### config.mk
export PLATFORM = sky130hd
export DESIGN_NAME = u2_to_onehot_encoder
export DESIGN_NICKNAME = d
export VERILOG_FILES = /design/src/rtl/alu_pkg.sv /design/src/rtl/oh_shift_unit.sv /design/src/rtl/u2_to_onehot_encoder.sv
export SDC_FILE = /design/constraint.sdc
export NUM_CORES = 1
export LEC_CHECK = 0
export CAP_MARGIN = 20
export CORE_ASPECT_RATIO = 0.6
export CORE_UTILIZATION = 40
export DETAILED_ROUTE_END_ITERATION = 10
export PLACE_DENSITY = 0.72
export SYNTH_ARGS = -nofsm -noshare
export SYNTH_HDL_FRONTEND = slang
export SYNTH_SLANG_ARGS = --single-unit
export TNS_END_PERCENT = 1
### constraint.sdc
create_clock -name i_clk -period 1.7 [get_ports i_clk]
set_input_delay 0.34 -clock i_clk [delete_from_list [all_inputs] [get_ports i_clk]]
set_output_delay 0.34 -clock i_clk [all_outputs]
set_load 0.01 [all_outputs]
### src/rtl/alu_pkg.sv
// rtl/alu_pkg.sv - shared FSM state, mode and range constants for the ALU formatter blocks
package alu_pkg;

  typedef enum logic [1:0] {
    ST_IDLE = 2'd0,
    ST_RUN  = 2'd1,
    ST_DONE = 2'd2
  } state_t;

  localparam logic MODE_ONEHOT   = 1'b0;
  localparam logic MODE_LEADONES = 1'b1;

  // Largest encodable value: one-hot tops out at the MSB index, leading ones can fill every bit.
  function automatic int unsigned max_val(input logic mode, input int unsigned len);
    return (mode == MODE_LEADONES) ? 2 * len : 2 * len - 1;
  endfunction

endpackage

### src/rtl/oh_shift_unit.sv
// rtl/oh_shift_unit.sv - result vector register with per-mode init and shift (ENCODER_FAST_EN: one-step full load)
module oh_shift_unit
  import alu_pkg::*;
#(
  parameter int N = 8
) (
  input  logic         clk,
  input  logic         rst,
  input  logic         init,
`ifdef ENCODER_FAST_EN
  input  logic [$clog2(N):0] amount,
`else
  input  logic         step,
`endif
  input  logic         mode,
  output logic [N-1:0] vec
);

`ifdef ENCODER_FAST_EN
  logic [N-1:0] full_vec;

  always_comb begin
    full_vec = '0;
    if (mode == MODE_LEADONES) full_vec = ~({N{1'b1}} >> amount);
    else                       full_vec = N'(1) << amount;
  end

  always_ff @(posedge clk or posedge rst) begin
    if (rst)       vec <= '0;
    else if (init) vec <= full_vec;
  end
`else
  always_ff @(posedge clk or posedge rst) begin
    if (rst) begin
      vec <= '0;
    end else if (init) begin
      vec <= (mode == MODE_LEADONES) ? '0 : N'(1);
    end else if (step) begin
      // Leading ones grow downward from the MSB; one-hot walks up from bit 0.
      if (mode == MODE_LEADONES) vec <= {1'b1, vec[N-1:1]};
      else                       vec <= {vec[N-2:0], 1'b0};
    end
  end
`endif

endmodule

### src/rtl/u2_to_onehot_encoder.sv
// rtl/u2_to_onehot_encoder.sv - value to one-hot / leading-ones encoder FSM (ENCODER_FAST_EN selects one-cycle build)
module u2_to_onehot_encoder
  import alu_pkg::*;
#(
  parameter int LEN   = 4,
  parameter int WIDTH = 4
) (
  input  logic             i_clk,
  input  logic             i_rst,
  input  logic             i_start,
  input  logic [WIDTH-1:0] i_val,
  input  logic             i_mode,
  output logic             o_busy,
  output logic             o_done,
  output logic [LEN-1:0]   o_a_oh,
  output logic [LEN-1:0]   o_b_oh,
  output logic             o_overflow,
  output logic             o_err
);

  localparam int N = 2 * LEN;

  state_t         state, next_state;
  logic           mode_q;
  logic           ovf_q;
  logic           accept;
  logic           in_range;
  logic           run_end;
  logic [N-1:0]   vec;
  logic [N-1:0]   result;

  assign accept   = (state == ST_IDLE) && i_start;
  assign in_range = 32'(i_val) <= max_val(i_mode, LEN);
  assign o_busy   = (state != ST_IDLE);
  assign result   = ovf_q ? '0 : vec;

`ifdef ENCODER_FAST_EN
  assign run_end = 1'b1;

  oh_shift_unit #(.N(N)) u_shift (
    .clk    (i_clk),
    .rst    (i_rst),
    .init   (accept),
    .amount (i_val[$clog2(N):0]),
    .mode   (accept ? i_mode : mode_q),
    .vec    (vec)
  );
`else
  logic [WIDTH-1:0] count;

  // Out-of-range requests finish straight away without touching the vector.
  assign run_end = ovf_q || (count == '0);

  always_ff @(posedge i_clk or posedge i_rst) begin
    if (i_rst)                         count <= '0;
    else if (accept)                   count <= i_val;
    else if (state == ST_RUN && !run_end) count <= count - 1'b1;
  end

  oh_shift_unit #(.N(N)) u_shift (
    .clk  (i_clk),
    .rst  (i_rst),
    .init (accept),
    .step (state == ST_RUN && !run_end),
    .mode (accept ? i_mode : mode_q),
    .vec  (vec)
  );
`endif

  always_comb begin
    next_state = state;
    case (state)
      ST_IDLE: if (i_start) next_state = ST_RUN;
      ST_RUN:  if (run_end) next_state = ST_DONE;
      ST_DONE: next_state = ST_IDLE;
      default: next_state = ST_IDLE;
    endcase
  end

  always_ff @(posedge i_clk or posedge i_rst) begin
    if (i_rst) begin
      state      <= ST_IDLE;
      mode_q     <= MODE_ONEHOT;
      ovf_q      <= 1'b0;
      o_done     <= 1'b0;
      o_err      <= 1'b0;
      o_a_oh     <= '0;
      o_b_oh     <= '0;
      o_overflow <= 1'b0;
    end else begin
      state  <= next_state;
      o_done <= (state == ST_RUN) && run_end;
      o_err  <= i_start && (state != ST_IDLE);
      if (accept) begin
        mode_q <= i_mode;
        ovf_q  <= ~in_range;
      end
      if (state == ST_RUN && run_end) begin
        o_a_oh     <= result[LEN-1:0];
        o_b_oh     <= result[N-1:LEN];
        o_overflow <= ovf_q;
      end
    end
  end

endmodule
# After elaboration in Yosys (flattened, before gate mapping)
# Cells that the tools add are included.
dict set report classes {
  bitwise 1
  addsub 1
  reduce_logical 11
  eq_ne 3
  muxes 12
  n_lt_le_gt_ge 1
}
# op n
set ops {}
lappend ops {{2-to-1 mux 8 bit} 4}
lappend ops {{2-to-1 mux 4 bit} 3}
lappend ops {{less-or-equal comparator 4 bit} 1}
lappend ops {{logical AND 1 bit} 4}
lappend ops {{zero test 4 bit} 1}
lappend ops {{2-to-1 mux 2 bit} 2}
lappend ops {{inequality test 2 bit (second input constant)} 2}
lappend ops {{case mux 2 bit (2 select lines)} 1}
lappend ops {{nonzero test 2 bit} 2}
lappend ops {{subtractor 4 x 1 -> 4 bit (second input constant)} 1}
lappend ops {{equality test 2 x 1 -> 1 bit (second input constant)} 1}
lappend ops {{zero test 2 bit} 1}
lappend ops {{2-to-1 mux 1 bit} 2}
lappend ops {{AND reduction 2 bit} 1}
lappend ops {{zero test 1 bit} 1}
lappend ops {{logical OR 1 bit} 1}
lappend ops {{inverter 1 bit} 1}
dict set report totals {
  output_inout_bits 12
  input_bits 8
  regBits 27
  wordCells 39
}

# Depth between registers and ports, before layout
dict set report logic_depth {
  ltp_word 6
  ltp_mapped 8
  depth_no_buf 6
}

# By module
# A second synthesis with hierarchy kept.
dict set report hier_totals {
  hier_cells 135
  hier_area_um2 1352.5
}
# mod instances cells_per_inst area_per_inst_um2 seq_area_each_um2
set by_module_without_submodules {}
lappend by_module_without_submodules {u2_to_onehot_encoder 1 98 953.4 475.5}
lappend by_module_without_submodules {oh_shift_unit 1 37 399.1 200.2}

# Least setup slack after synthesis
# Ideal clock, no wire load.
dict set report synth_timing {
  kind {reg-to-reg}
  from {reg count[0]}
  to {reg u_shift.vec[2]}
  path_slack_ps 28
  setup_time_ps 74
  path_buffers 2
  arrival_ps 1598
  path_stages_with_launch 9
  path_cell_list {dfrtp_1 -> inv_1 -> ha_1 -> nor3b_1 -> nand2b_1 -> buf_2 -> buf_2 -> nand3_1 -> o21ai_2}
}
dict set report synth_between {
  elab_chain_cells 5
}
# element line_no
set synth_lines {}
lappend synth_lines {{start, declared} u2_to_onehot_encoder.sv:49} ;# logic [WIDTH-1:0] count;
lappend synth_lines {{start signal, assigned} u2_to_onehot_encoder.sv:56} ;# else if (accept) count <= i_val;
lappend synth_lines {{start signal, assigned} u2_to_onehot_encoder.sv:57} ;# else if (state == ST_RUN && !run_end) count <= count - 1'b1;
lappend synth_lines {{zero test 4 bit} u2_to_onehot_encoder.sv:52} ;# assign run_end = ovf_q || (count == '0);
lappend synth_lines {{logical OR 1 bit} u2_to_onehot_encoder.sv:52}
lappend synth_lines {{zero test 1 bit} u2_to_onehot_encoder.sv:64} ;# .step (state == ST_RUN && !run_end),
lappend synth_lines {{logical AND 1 bit} u2_to_onehot_encoder.sv:64}
lappend synth_lines {{nonzero test 2 bit (no source line)} --}
lappend synth_lines {{end signal, assigned} oh_shift_unit.sv:37} ;# vec <= (mode == MODE_LEADONES) ? '0 : N'(1);
lappend synth_lines {{end signal, assigned} oh_shift_unit.sv:40} ;# if (mode == MODE_LEADONES) vec <= {1'b1, vec[N-1:1]};
lappend synth_lines {{end signal, assigned} oh_shift_unit.sv:41} ;# else vec <= {vec[N-2:0], 1'b0};
lappend synth_lines {{end, declared} oh_shift_unit.sv:16} ;# output logic [N-1:0] vec
# No other way between the ends.
# A chain may end at the register's enable or synchronous reset.

# Final worst setup path
dict set report layout_timing {
  from {reg count[0]}
  to {reg count[1]}
}
dict set report layout_between {
  elab_chain_cells 5
  elab_cells_between_ends 8
}
# element
set layout_lines {}
lappend layout_lines {{branches (longest 5 deep; another with subtractor 4 x 1 -> 4 bit)}}
# Several ways; the timed one is not identified. The select of a mux whose other input is x is not followed.

==> metrics <==
status finished clean; Int Power ~1700 µW; CP endpoint kind flip-flop; maxcap violations 0; Post-Layout Cell Count 199; worst path buffer plus inverter count 2; CTS tree built; synth warn 0; worst-margin pin slew 337 ps; P&R area growth vs syn 29.2%; clock-pin slew on the worst setup and hold paths 90 ps; final net count roughly 170; most used flip-flop cell after synthesis dfrtp_1; DR iter-0 viols 22; Mapped Cells between 100 and 150; Flop pwr share roughly two fifths; DRC 0; Slowest-stage cell, CP dfrtp_1; Avg Inst Size Synth 10.2 µm²; first-pass GRT wire length 4.60 mm; Total Die Area 0.00354 mm²; asr flop ratio synth 100%; pwr dens 1590 mW/mm²; H-tree Lvls 1; slowest stage delay, CP 360 ps; Slew HR about 78%; antenna violations before repair 0; clk_skew about 5.8 ps; Root Buffer clkbuf_8; max-slew violations 0; register area share after synthesis roughly half; critical setup path kind reg2reg; Synth Net Count between 100 and 150; num rows 15; Sw Pwr a little under 1000 µW; family with the most delay on the worst path simple AND/OR/NAND/NOR gates; first drt pass iteration count 4; Antenna Cells 0; RD Place Congestion roughly 0.76; Required @ worst endpoint 1900 ps; Worst Setup Start Kind flip-flop; Global Route Usage Sum between 10% and 20%; Layout Utilization a little under three fifths; grt total ovfl 0; Logic pwr share a little under half; total CTS buffers 3; ANT nets after route 0; number of global-route vias before repair between 900 and 1000; Starting Density a little over two fifths; Clock Latency Late Sink 270 ps; post-layout minimum cycle time 1610 ps; Netlist Area Pre-Place 0.00132 mm²; via count between 900 and 1000; routed len/inst 13.3 µm; Max rail drop VDD 0.560 mV; TritonCTS Sinks 27; count of final setup violators 0; DIE HEIGHT 46.5 µm; switching share of power a little over a third; period utilisation layout between 90% and 100%; core box area ~0.003 mm²; Clk pwr share 13.4%; Max clock buf depth 2; commonest non-fill, non-tap cells in the layout dfrtp_1, clkdlybuf4s50_1, nand2_1; Leakage 0.000777 µW; post-placement cell count ~200; vias per cell 4.87; Final HPWL DP 1.91 mm; fmax 0.620 GHz; layout cells sized above 1 between 15 and 20%; Post-synth EDFFs 0; Ports 20; RSZ-0062 raised after global routing false; final wirelength 2.65 mm; final hold vios 0; count of cell types in the netlist 31; Seq cells post-synth 27; Post-CTS Hold Fix Bufs 0; Hold Path Class in2reg; CP Cell Sequence inv_1 > ha_1 > nor3b_2 > nand2b_1 > buf_12 > or2_0 > a31oi_1; Critical Path AT between 1500 and 2000 ps; largest net degree at the start of global routing 28; Max Fanout on Critical Path 17; Port-buffer cells 19; post-CTS setup repair buffer count 0; most common cell after layout, fill and taps aside dfrtp_1; Chip Width 76.2 µm
[layout make-up]
| class | instances | area [µm²] |
|---|---|---|
| tap | 42 | 52.6 |
| timing repair buffer | 30 | 299 |
| multi-input combinational | 88 | 603 |
| clock buffer | 4 | 45.0 |
| fill | 264 | 1300 |
| sequential | 27 | 676 |
| inverter | 8 | 30.0 |
[routing by layer]
layer  share of wire (%)  wire [µm]  up-vias  GRT usage [%]
met5                   0          0        -              0
met4                   0          0        0           2.69
met3                 4.5        120        0           4.16
met2                  44       1160       26           28.4
met1                  52       1370      451           23.9
li1                    -          -      492              -
[sequential cells by signal, summed over array words and instances, names as in the netlist]
register and count:
ovf_q 1, o_done 1, mode_q 1, state 2, count 4, o_a_oh 4
o_overflow 1, u_shift.vec 8, o_b_oh 4, o_err 1
[power groups by stage]
| stage | logic [µW] | clock network (µW) | registers [µW] |
|---|---|---|---|
| 3_3_place_gp | 1220 | 0 | 1050 |
| 2_1_floorplan | 723 | 0 | 1060 |
| 4_1_cts | 1280 | 368 | 1050 |
| 6_report | 1280 | 361 | 1060 |
| 5_1_grt | 1420 | 393 | 1100 |
| 3_5_place_dp | 1270 | 0 | 1060 |
[cells in the mapped netlist (2+ instances only)]
| cell | instances | area, µm² |
|---|---|---|
| nor2b_1 | 2 | 12.5 |
| nand2b_1 | 9 | 56.3 |
| clkbuf_1 | 4 | 15.0 |
| o21ai_1 | 2 | 10.0 |
| o21ai_2 | 5 | 43.8 |
| a31oi_1 | 2 | 12.5 |
| nor3b_1 | 2 | 15.0 |
| a21oi_1 | 4 | 20.0 |
| o21ai_0 | 9 | 45.0 |
| buf_2 | 3 | 15.0 |
| xor2_1 | 2 | 17.5 |
| nand3_1 | 6 | 30.0 |
| nand3b_1 | 2 | 15.0 |
| nand2_1 | 12 | 45.0 |
| nor2_1 | 7 | 26.3 |
| mux2i_1 | 7 | 70.1 |
| inv_1 | 8 | 30.0 |
| dfrtp_1 | 27 | 676 |
| ha_1 | 5 | 62.6 |
[worst paths after layout]
check | start | end | slack [ps] | cells after the start
min reg2reg | o_a_oh[0] | o_a_oh[0] | 480 | 2
min in group asynchronous | i_rst | count[3] | 430 | 3
max reg2reg | count[0] | count[1] | 90 | 7
min | i_start | o_err | 320 | 2
max | count[0] | count[1] | 90 | 7
max in group asynchronous | i_rst | o_a_oh[0] | 1020 | 3
[worst register-to-register path, cell delays in order, from the launching register on]
cell and delay [ps]:
dfrtp_1 360, inv_1 70, ha_1 220, nor3b_2 160, nand2b_1 190, buf_12 180
or2_0 200, a31oi_1 160
[repair_timing]
action,in CTS,in global routing
endpoints found under the setup margin,5,17
gates resized for setup,3,4
pin swaps,0,0
[through the flow]
| stage | TNS, ps | cell area (µm²) | power [µW] | setup slack (ps) | hold WS (ps) |
|---|---|---|---|---|---|
| after floorplan | 0 | 1320 | 1780 | 28.2 | 393 |
| after global placement | -2290 | 1640 | 2270 | -280 | 461 |
| after detailed placement | -2410 | 1640 | 2330 | -310 | 470 |
| after CTS | -3.36 | 1690 | 2700 | -3.36 | 445 |
| after global routing | 0 | 1710 | 2910 | 5.59 | 342 |
| final | 0 | 1710 | 2700 | 87.6 | 317 |
[logic make-up after synthesis]
kind of cell	synth area share, %
XOR/XNOR	1.99
buffers and inverters	4.55
adder cells (fa/ha/maj)	4.74
flip-flops	51.2
multiplexers	7.01
AO/OA/AOI/OAI	11.8
AND/OR/NAND/NOR	18.8
Note: power is estimated with default switching activity, not from simulation.
